File: src/rtl/ecc_pkg.sv
// Shared definitions for the 16-bit data / 18-bit check codeword used by the
// block-2 decoder: widths, check-bit positions inside the syndrome, decode classes.
package ecc_pkg;

    localparam int DATA_W = 16;
    localparam int CHK_W  = 18;
    localparam int CW_W   = 34;

    // Bit positions of each check bit within in_cw[33:16] (and the syndrome)
    localparam int IDX_CA1 = 0;
    localparam int IDX_CA2 = 1;
    localparam int IDX_P1  = 2;
    localparam int IDX_D1  = 3;
    localparam int IDX_CB1 = 4;
    localparam int IDX_CB2 = 5;
    localparam int IDX_P2  = 6;
    localparam int IDX_D2  = 7;
    localparam int IDX_CC1 = 8;
    localparam int IDX_CC2 = 9;
    localparam int IDX_P3  = 10;
    localparam int IDX_D3  = 11;
    localparam int IDX_CD1 = 12;
    localparam int IDX_CD2 = 13;
    localparam int IDX_P4  = 14;
    localparam int IDX_D4  = 15;
    localparam int IDX_D5  = 16;
    localparam int IDX_D6  = 17;

    typedef logic [CHK_W-1:0]  syndrome_t;
    typedef logic [DATA_W-1:0] data_t;

    typedef enum logic [1:0] {
        DEC_CLEAN,
        DEC_CHK_ONLY,
        DEC_CORR,
        DEC_UNCORR
    } dec_class_t;

    function automatic dec_class_t classify(syndrome_t syn, data_t mask);
        int         pc;
        dec_class_t res;
        pc = $countones(syn);
        if (syn == '0) begin
            res = DEC_CLEAN;
        end else if (pc == 1) begin
            res = DEC_CHK_ONLY;
        end else if ($onehot(mask) && (pc >= 2) && (pc <= 4)) begin
            res = DEC_CORR;
        end else begin
            res = DEC_UNCORR;
        end
        return res;
    endfunction

endpackage

File: src/rtl/ecc_syndrome_gen.sv
// Combinational syndrome and single-bit flip mask for one received codeword.
module ecc_syndrome_gen
    import ecc_pkg::*;
(
    input  logic [CW_W-1:0]   cw,
    output logic [CHK_W-1:0]  syn,
    output logic [DATA_W-1:0] mask
);

    logic [DATA_W-1:0] x;
    logic [4:1]        a, b, c, d;
    logic [CHK_W-1:0]  calc;

    assign x = cw[DATA_W-1:0];
    // Group bit 4 is the lowest data bit of the nibble
    assign a = {x[0],  x[1],  x[2],  x[3]};
    assign b = {x[4],  x[5],  x[6],  x[7]};
    assign c = {x[8],  x[9],  x[10], x[11]};
    assign d = {x[12], x[13], x[14], x[15]};

    always_comb begin
        calc          = '0;
        calc[IDX_CA1] = a[2] ^ a[4];
        calc[IDX_CA2] = a[1] ^ a[3];
        calc[IDX_CB1] = b[2] ^ b[4];
        calc[IDX_CB2] = b[1] ^ b[3];
        calc[IDX_CC1] = c[2] ^ c[4];
        calc[IDX_CC2] = c[1] ^ c[3];
        calc[IDX_CD1] = d[2] ^ d[4];
        calc[IDX_CD2] = d[1] ^ d[3];
        calc[IDX_P1]  = a[1] ^ b[1] ^ c[1] ^ d[1];
        calc[IDX_P2]  = a[2] ^ b[2] ^ c[2] ^ d[2];
        calc[IDX_P3]  = a[3] ^ b[3] ^ c[3] ^ d[3];
        calc[IDX_P4]  = a[4] ^ b[4] ^ c[4] ^ d[4];
        calc[IDX_D1]  = a[1] ^ b[2] ^ c[1] ^ d[2];
        calc[IDX_D2]  = b[1] ^ a[2] ^ c[2] ^ d[1];
        calc[IDX_D3]  = a[3] ^ b[4] ^ c[3] ^ d[4];
        calc[IDX_D4]  = b[3] ^ a[4] ^ c[4] ^ d[3];
        calc[IDX_D5]  = a[2] ^ b[3] ^ c[2] ^ d[3];
        calc[IDX_D6]  = b[2] ^ a[3] ^ c[3] ^ d[2];
    end

    assign syn = cw[CW_W-1:DATA_W] ^ calc;

    // Row parity P_i picks the position, the group's odd/even column parity picks the group
    always_comb begin
        mask = '0;
        for (int i = 1; i <= 4; i++) begin
            mask[4 - i]  = syn[4*i - 2] & ((i % 2 == 1) ? syn[IDX_CA2] : syn[IDX_CA1]);
            mask[8 - i]  = syn[4*i - 2] & ((i % 2 == 1) ? syn[IDX_CB2] : syn[IDX_CB1]);
            mask[12 - i] = syn[4*i - 2] & ((i % 2 == 1) ? syn[IDX_CC2] : syn[IDX_CC1]);
            mask[16 - i] = syn[4*i - 2] & ((i % 2 == 1) ? syn[IDX_CD2] : syn[IDX_CD1]);
        end
    end

endmodule

File: src/rtl/decoding_block2_pipe.sv
// Two-stage decoder: stage 1 holds data + syndrome, stage 2 holds the corrected
// word and flags; valid/ready on both sides plus saturating error counters.
module decoding_block2_pipe
    import ecc_pkg::*;
#(
    parameter int CNT_W = 16
) (
    input  logic              clk,
    input  logic              rst_n,
    input  logic              in_valid,
    output logic              in_ready,
    input  logic [33:0]       in_cw,
    output logic              out_valid,
    input  logic              out_ready,
    output logic [15:0]       out_data,
    output logic              out_corr,
    output logic              out_uncorr,
    input  logic              cnt_clr,
    output logic [CNT_W-1:0]  corr_cnt,
    output logic [CNT_W-1:0]  uncorr_cnt
);

    logic [CHK_W-1:0]  in_syn;
    logic [DATA_W-1:0] in_mask;

    logic              s1_valid_q, s1_valid_d;
    logic [DATA_W-1:0] s1_x_q, s1_x_d;
    logic [CHK_W-1:0]  s1_syn_q, s1_syn_d;
    logic [DATA_W-1:0] s1_mask_q, s1_mask_d;
    logic              s2_valid_q, s2_valid_d;
    logic [DATA_W-1:0] out_data_q, out_data_d;
    logic              out_corr_q, out_corr_d;
    logic              out_uncorr_q, out_uncorr_d;
    logic [CNT_W-1:0]  corr_cnt_q, corr_cnt_d;
    logic [CNT_W-1:0]  uncorr_cnt_q, uncorr_cnt_d;

    logic              s1_advance;
    logic              out_fire;
    dec_class_t        s1_class;

    ecc_syndrome_gen u_syn (
        .cw   (in_cw),
        .syn  (in_syn),
        .mask (in_mask)
    );

    // Handshake: a transfer happens on any cycle where valid and ready are both high
    assign s1_advance = !s2_valid_q || out_ready;
    assign in_ready   = !s1_valid_q || s1_advance;
    assign out_fire   = s2_valid_q && out_ready;
    assign s1_class   = classify(s1_syn_q, s1_mask_q);

    always_comb begin
        s1_valid_d   = s1_valid_q;
        s1_x_d       = s1_x_q;
        s1_syn_d     = s1_syn_q;
        s1_mask_d    = s1_mask_q;
        s2_valid_d   = s2_valid_q;
        out_data_d   = out_data_q;
        out_corr_d   = out_corr_q;
        out_uncorr_d = out_uncorr_q;
        corr_cnt_d   = corr_cnt_q;
        uncorr_cnt_d = uncorr_cnt_q;

        if (in_ready) begin
            s1_valid_d = in_valid;
            if (in_valid) begin
                s1_x_d    = in_cw[DATA_W-1:0];
                s1_syn_d  = in_syn;
                s1_mask_d = in_mask;
            end
        end

        // Stage 2 only moves when its word is gone or leaving, so a stalled word stays put
        if (s1_advance) begin
            s2_valid_d = s1_valid_q;
            if (s1_valid_q) begin
                out_data_d   = (s1_class == DEC_CORR) ? (s1_x_q ^ s1_mask_q) : s1_x_q;
                out_corr_d   = (s1_class == DEC_CHK_ONLY) || (s1_class == DEC_CORR);
                out_uncorr_d = (s1_class == DEC_UNCORR);
            end
        end

        if (cnt_clr) begin
            corr_cnt_d   = '0;
            uncorr_cnt_d = '0;
        end else begin
            if (out_fire && out_corr_q && (corr_cnt_q != '1)) begin
                corr_cnt_d = corr_cnt_q + 1'b1;
            end
            if (out_fire && out_uncorr_q && (uncorr_cnt_q != '1)) begin
                uncorr_cnt_d = uncorr_cnt_q + 1'b1;
            end
        end
    end

    always_ff @(posedge clk) begin
        if (!rst_n) begin
            s1_valid_q   <= 1'b0;
            s1_x_q       <= '0;
            s1_syn_q     <= '0;
            s1_mask_q    <= '0;
            s2_valid_q   <= 1'b0;
            out_data_q   <= '0;
            out_corr_q   <= 1'b0;
            out_uncorr_q <= 1'b0;
            corr_cnt_q   <= '0;
            uncorr_cnt_q <= '0;
        end else begin
            s1_valid_q   <= s1_valid_d;
            s1_x_q       <= s1_x_d;
            s1_syn_q     <= s1_syn_d;
            s1_mask_q    <= s1_mask_d;
            s2_valid_q   <= s2_valid_d;
            out_data_q   <= out_data_d;
            out_corr_q   <= out_corr_d;
            out_uncorr_q <= out_uncorr_d;
            corr_cnt_q   <= corr_cnt_d;
            uncorr_cnt_q <= uncorr_cnt_d;
        end
    end

    assign out_valid  = s2_valid_q;
    assign out_data   = out_data_q;
    assign out_corr   = out_corr_q;
    assign out_uncorr = out_uncorr_q;
    assign corr_cnt   = corr_cnt_q;
    assign uncorr_cnt = uncorr_cnt_q;

endmodule

File: config.mk
export PLATFORM = sky130hd
export DESIGN_NAME = decoding_block2_pipe
export DESIGN_NICKNAME = d
export VERILOG_FILES = /design/src/rtl/ecc_pkg.sv /design/src/rtl/ecc_syndrome_gen.sv /design/src/rtl/decoding_block2_pipe.sv
export SDC_FILE = /design/constraint.sdc
export NUM_CORES = 1
export LEC_CHECK = 0
export ABC_AREA = 1
export CORE_MARGIN = 2
export CORE_UTILIZATION = 46
export DETAILED_ROUTE_END_ITERATION = 10
export GPL_TIMING_DRIVEN = 0
export PLACE_DENSITY = 0.7
export SETUP_SLACK_MARGIN = 0.05
export SKIP_LAST_GASP = 1
export SYNTH_ARGS = -nofsm -noshare
export SYNTH_HDL_FRONTEND = slang
export SYNTH_SLANG_ARGS = --single-unit
File: constraint.sdc
create_clock -name clk -period 4.8 [get_ports clk]
set_input_delay 1.44 -clock clk [delete_from_list [all_inputs] [get_ports clk]]
set_output_delay 1.44 -clock clk [all_outputs]
set_load 0.05 [all_outputs]
==> results of run 1 <==
worst reg2reg max path: cells and delay by family (launching register included):
family	cells	cell delay, ns
AO/OA/AOI/OAI	1	0.08
XOR/XNOR	2	0.34
adder cells (fa/ha/maj)	8	3.30
buffers and inverters	3	0.24
flip-flops	1	0.34
AND/OR/NAND/NOR	6	0.59
cell type report:
| cell class | count | area share (%) |
|---|---|---|
| multi-input cells | 638 | 48.1 |
| flip-flops and latches | 102 | 26.2 |
| repair buffers | 88 | 11.3 |
| inverters | 117 | 5.62 |
| clock buffers | 10 | 2.93 |
| well taps | 176 | 2.82 |
| plain buffers | 34 | 2.27 |
| clock inverters | 6 | 0.720 |
through the flow:
stage	total power [W]	hold slack (ns)	util (%)	setup TNS [ns]	setup WS (ns)
floorplan	0.00164	0.457	-	0	0.0549
global placement	0.00185	0.470	55.2	-2.08	-0.277
detailed placement	0.00188	0.478	55.2	-2.49	-0.297
CTS	0.00284	0.484	58.5	-2.27	-0.177
global route	0.00310	0.523	59.0	-6.04	-0.399
finish	0.00292	0.483	59.0	-2.73	-0.215
cell usage after synthesis:
master	n	area share, %
nand2_4	1	0.18
and3_1	2	0.20
nor3_1	4	0.32
nor2_2	3	0.30
nand3_1	47	3.8
nor2_8	1	0.32
nand2_2	2	0.20
or2_2	1	0.10
dfxtp_1	102	33
a21oi_1	88	7.1
nor2_4	2	0.36
buf_2	12	0.96
clkbuf_2	2	0.16
nor2_1	76	4.6
inv_1	115	6.9
buf_6	2	0.36
a31oi_1	1	0.10
a21oi_2	8	1.1
nand4_1	14	1.4
nand3b_1	7	0.84
nand2b_1	6	0.60
nand2_1	235	14
clkbuf_1	14	0.84
buf_4	2	0.24
o21ai_0	47	3.8
buf_1	3	0.18
o21ai_4	1	0.26
inv_2	2	0.12
fa_1	22	7.1
o21ai_1	1	0.080
ha_1	18	3.6
xor2_1	33	4.6
xnor2_1	18	2.5
timing repair:
action	CTS	global route
cloned	1	0
hold buffers	0	0
setup buffers	4	1
pin swaps	8	23
setup endpoints to repair	16	17
resized for setup	29	21
logic make-up (layout without fill, tap and decap cells):
| logic type | count (synthesis) | in the layout | share of synthesized area, % |
|---|---|---|---|
| compound gates | 146 | 146 | 12.4 |
| flops | 102 | 102 | 32.7 |
| xor+xnor | 51 | 51 | 7.16 |
| buf+inv | 152 | 255 | 9.78 |
| fa+ha+maj | 40 | 40 | 10.7 |
| simple gates | 401 | 401 | 27.3 |
sequential cells by signal, summed over array words and instances (netlist names):
signal and flops:
s1_syn_q 18, corr_cnt 16, out_data 16, s1_mask_q 16, s1_x_q 16, uncorr_cnt 16
out_corr 1, out_uncorr 1, out_valid 1, s1_valid_q 1
routing by layer:
metal	part of all wire (%)	GRT usage, %
met4	1.9	7.12
met5	0	0
met3	4.1	4.20
met2	50	39.7
met1	44	28.2
how the worst min path moves through the flow:
stage | startpoint | end | slack (ns) | cells past startpoint
floorplan | s1_syn_q[0] | s1_syn_q[0] | 0.46 | 2
global placement | s1_syn_q[9] | s1_syn_q[9] | 0.47 | 2
detailed placement | s1_syn_q[1] | s1_syn_q[1] | 0.48 | 2
CTS | s1_syn_q[13] | s1_syn_q[13] | 0.48 | 2
global route | s1_syn_q[13] | s1_syn_q[13] | 0.52 | 2
finish | s1_syn_q[13] | s1_syn_q[13] | 0.48 | 2
power by group through the flow:
stage | combinational [W] | sequential, W | clock [W]
floorplan | 0.000645 | 0.000991 | 0
global placement | 0.000900 | 0.000949 | 0
detailed placement | 0.000928 | 0.000949 | 0
CTS | 0.00119 | 0.000933 | 0.000722
global route | 0.00141 | 0.000940 | 0.000754
finish | 0.00127 | 0.000936 | 0.000711
==> summary.txt, run 1 <==
STA
  – Maximum clock rate: 0.199 GHz
  – Clock skew: 0.00804 ns
  – Final hold vios: 0
  – Post-route setup slack: -0.215 ns
  – Final setup fails: 16
  – Slew margin rel.: 64.2%
  – Unrepaired setup endpoints after global routing: yes
  – Period utilisation layout: 104%
  – Worst slew pin tran: 0.534 ns
  – Max-slew violations: 0
  – Minimum clock period: 5.02 ns

Cells and area
  – # diodes: 0
  – Multi-input logic area: 3760 um2
  – Non-Filler Instances: 1171
  – Nets: 1069
  – Fin area: 7820 um2
  – Final-layout fill cell count: 1281
  – Share of layout cells above drive strength 1: 10.2%
  – Register area: 2050 um2
  – Area grow syn2layout: 25.3%
  – Commonest non-fill, non-tap cells in the layout: 217 x nand2_1, 109 x inv_1, 96 x dfxtp_1
  – Commonest non-fill, non-tap cell in the layout: nand2_1

Power
  – Register share of total power: 32.1%
  – Leak pwr: 3.37 nW
  – PD cells: 373 nW/um2
  – Net switching power: 0.00110 W
  – Combinational share of power: 43.6%
  – Clock Power Share: 24.3%
  – Peak supply drop: 0.197 mV
  – P_int: 0.00182 W
  – Switching fraction of total power: 37.7%

Placement
  – Placed cell count: 1150
  – Detailed Place HPWL: 12200 um
  – Placement-stage cell area: 7310 um2
  – Routability Congestion: 0.897
  – Port Buffers: 82

Clock tree
  – Root buf cell: clkbuf_16
  – Clk slew on worst S/H paths: 0.08 ns
  – Skew-Pair Late Insertion Delay: 0.36 ns
  – CTS tree: yes
  – Num CTS Buffers: 9
  – H-tree depth: 3
  – Max Root-Sink Buffers: 2
  – Clock sink total: 102

Worst setup path
  – Max incr delay on CP: 0.56 ns
  – Reg2reg setup slack: -0.22 ns
  – CP startpoint kind: flip-flop
  – Reg2reg path depth: 20
  – Reg2Reg Capture Point: out_data[0]
  – CP Max Fanout: 5
  – Worst Setup SP: s1_syn_q[9]
  – CP Data Required Time: 5.03 ns
  – Critical-path cell list: inv_2, fa_1, fa_1, fa_1, fa_1, fa_1, inv_2, ha_4, fa_2, xor2_2, or2_4, nand2_2, nor2_2, nand2_1, nand2_2, ha_4, buf_8, nand2_2, xor2_2, a21oi_1
  – Crit path kind: flip-flop to flip-flop
  – CP top delay family: adder cells
  – Levels on crit path: 20
  – Critical Path End: out_data[0]
  – Worst Setup End Kind: flip-flop
  – Arr. time, crit path: 5.25 ns
  – Crit path buf inv count: 3
  – FF-to-FF Start: s1_syn_q[9]
  – Critical path's slowest cell: fa_1
  – Crit-path most repeated cell: fa_1

Detailed routing
  – Routed len/inst: 13.6 um
  – DR vias/cell: 4.99
  – DRT Pass-1 Iters: 5
  – Drt total wl: 16000 um
  – DR vias: 5839
  – Post-DRT Antenna Nets: 0
  – Initial DRC count: 444
  – DRC violations left: 0

Logic synthesis
  – Synth unique cells: 33
  – Synthesized area per cell: 7.00 um2
  – Sequential-to-total area share from yosys stat: 32.7%
  – Seq cells post-synth: 102
  – Mapped Cells: 892
  – Yosys warns: 0
  – Synth Cell Area: 6240 um2
  – Syn Nets: 971

Run status
  – Failing checks: setup timing
  – Status: finished with violations

Floorplanning
  – Ports: 91
  – Die Width: 120 um
  – Core footprint: 13200 um2
  – FP Rows: 42
  – Die outline area: 14500 um2
  – Die height: 120 um
  – Initial Util: 47.1%

Global routing
  – Initial antenna violation count: 0
  – First-pass GRT wire length: 26200 um
  – Largest net degree at the start of global routing: 19
  – Total gr overflow: 0
  – GRT Util Overall: 22.7%
  – Number of global-route vias before repair: 5563

Min path
  – Worst min-delay path category: flip-flop to flip-flop

Job
  – Max Cap Violations: 0
Power figures use the tool's default switching activity.
==> inputs of run 2 (changes only) <==
--- a/config.mk
+++ b/config.mk
@@ -8,6 +8,7 @@
 export ABC_AREA = 1
 export CORE_MARGIN = 2
 export CORE_UTILIZATION = 46
+export CTS_BUF_LIST = sky130_fd_sc_hd__clkbuf_8
 export DETAILED_ROUTE_END_ITERATION = 10
 export GPL_TIMING_DRIVEN = 0
 export PLACE_DENSITY = 0.7
==> run 2 against run 1 <==
- the flow still finishes with violations (setup timing)
- combinational power hardly changed
- critical path type unchanged
- cell count barely moved
- clock skew up 0.0068 ns
- first-iteration DRC count decreased by 18%
- critical endpoint is now out_data[2]
- critical path depth is the same
- register-to-register slack gained 0.03 ns
- die area did not move
==> summary.txt, run 2 (synthesis gave the netlist of run 1 again) <==
Worst setup path
  – CP top delay family: adder cells
  – CP Max Fanout: 5
  – CP startpoint kind: flip-flop
  – Reg2Reg Capture Point: out_data[2]
  – Critical path's slowest cell: fa_1
  – CP Data Required Time: 5.08 ns
  – Reg2reg setup slack: -0.18 ns
  – FF-to-FF Start: s1_syn_q[15]
  – Max incr delay on CP: 0.56 ns
  – Crit-path most repeated cell: fa_1
  – Crit path kind: flip-flop to flip-flop
  – Arr. time, crit path: 5.26 ns
  – Critical-path cell list: inv_2, fa_1, fa_1, fa_1, fa_1, fa_1, inv_2, ha_4, fa_2, xor2_2, or2_4, nand2_2, nor2_1, nand2_1, nand2_2, ha_4, buf_16, nand2_4, xor2_2, a21oi_1
  – Reg2reg path depth: 20
  – Worst Setup End Kind: flip-flop
  – Crit path buf inv count: 3

Run status
  – Status: finished with violations
  – Failing checks: setup timing

Cells and area
  – Commonest non-fill, non-tap cells in the layout: 219 x nand2_1, 109 x inv_1, 96 x dfxtp_1
  – Largest register FFs: 18
  – Commonest non-fill, non-tap cell in the layout: nand2_1
  – Multi-input logic area: 3740 um2
  – Share of layout cells above drive strength 1: 10.1%
  – Fin area: 7710 um2
  – # diodes: 0
  – Most flops, register: s1_syn_q
  – Area grow syn2layout: 23.6%
  – Final-layout fill cell count: 1293
  – Nets: 1070
  – Register area: 2050 um2
  – Non-Filler Instances: 1172

Power
  – PD cells: 354 nW/um2
  – Peak supply drop: 0.190 mV
  – Pwr Total: 0.00273 W
  – Leak pwr: 3.33 nW

STA
  – Period utilisation layout: 104%
  – Final setup fails: 16
  – Slew margin rel.: 64.0%
  – Unrepaired setup endpoints after global routing: yes
  – Worst hold slack: 0.491 ns
  – Final hold vios: 0
  – Clock skew: 0.0149 ns
  – Maximum clock rate: 0.201 GHz
  – Worst slew pin tran: 0.537 ns
  – Post-route setup slack: -0.181 ns
  – Minimum clock period: 4.98 ns
  – Max-slew violations: 0

Placement
  – Placement-stage cell area: 7310 um2
  – Detailed Place HPWL: 12200 um
  – Routability Congestion: 0.897
  – Port Buffers: 82
  – Placed cell count: 1150

Min path
  – Hold Crit Start: s1_syn_q[0]
  – Hold depth: 2
  – Worst min-delay path category: flip-flop to flip-flop
  – Hold Path End: s1_syn_q[0]

Global routing
  – Total gr overflow: 0
  – Number of global-route vias before repair: 5597
  – GRT Util Overall: 22.6%
  – First-pass GRT wire length: 26200 um
  – Largest net degree at the start of global routing: 19
  – Initial antenna violation count: 0

Clock tree
  – Max Root-Sink Buffers: 2
  – CTS tree: yes
  – Clock sink total: 102
  – Skew-Pair Late Insertion Delay: 0.40 ns
  – Root buf cell: clkbuf_8
  – Num CTS Buffers: 9
  – Clk slew on worst S/H paths: 0.11 ns
  – Post-CTS Hold Fix Bufs: 0
  – H-tree depth: 3

Detailed routing
  – Post-DRT Antenna Nets: 0
  – DR vias: 5840
  – DRC violations left: 0
  – Routed len/inst: 13.5 um
  – Drt total wl: 15800 um
  – DRT Pass-1 Iters: 4
  – DR vias/cell: 4.98
  – Initial DRC count: 365

Floorplanning
  – Core footprint: 13200 um2
  – Initial Util: 47.1%
  – Die outline area: 14500 um2
  – Die height: 120 um
  – FP Rows: 42
  – Die Width: 120 um
  – Ports: 91

Job
  – Max Cap Violations: 0
[run 2: cell count changes in the layout (fill, tap and decap cells not counted), moves of 2 or more]
cell       previous run  this run
clkbuf_16             9         0
clkbuf_8              0         9
nand2_1             217       219
xor2_2                5         7
[run 2: how the worst max path moves through the flow]
stage / from / end / slack [ns] / cells after the start
floorplan: s1_syn_q[11] / out_data[0] / 0.05 / 21
global placement: s1_syn_q[5] / out_data[4] / -0.28 / 21
detailed placement: s1_syn_q[13] / out_data[4] / -0.30 / 21
CTS: s1_syn_q[13] / out_data[4] / -0.22 / 21
global route: s1_syn_q[9] / out_data[3] / -0.31 / 20
finish: s1_syn_q[15] / out_data[2] / -0.18 / 20
[run 2: routing by layer]
layer  up-vias  share of wire, %  GRT usage (%)
li1       3000                 -              -
met1      2666                44           28.0
met2       150                49           39.4
met3        24               4.2           4.25
met4         0               2.2           7.56
met5         -                 0              0
[run 2: worst min-delay path: cells and delay by family, from the launching register on]
kind / cells / cell delay [ns]
flip-flops: 1 / 0.34
AND/OR/NAND/NOR: 1 / 0.07
AO/OA/AOI/OAI: 1 / 0.05
[run 2: cell type report]
class	instances	share of cell area [%]
Timing Repair Buffer	89	11.6
Sequential cell	102	26.6
Inverter	117	5.69
Buffer	34	2.30
Multi-Input combinational cell	638	48.6
Clock buffer	9	1.61
Tap cell	176	2.86
Clock inverter	7	0.779
[run 2: where the power goes]
part	internal, W	switching [W]	total, W
Sequential	0.000894	0.0000404	0.000935
Clock	0.000197	0.000328	0.000524
Combinational	0.000562	0.000709	0.00127
[run 2: through the flow]
step	setup TNS (ns)	util (%)	setup slack, ns
floorplan	0	-	0.0549
global placement	-2.08	55.2	-0.277
detailed placement	-2.49	55.2	-0.297
CTS	-3.16	57.8	-0.224
global route	-4.74	58.2	-0.314
finish	-1.99	58.2	-0.181
[run 2: timing repair]
item / 4_1_cts / 5_1_grt
gates cloned: 1 / 0
resized for setup: 28 / 19
setup buffers: 5 / 1
setup endpoints to repair: 16 / 17
pin swaps: 22 / 30
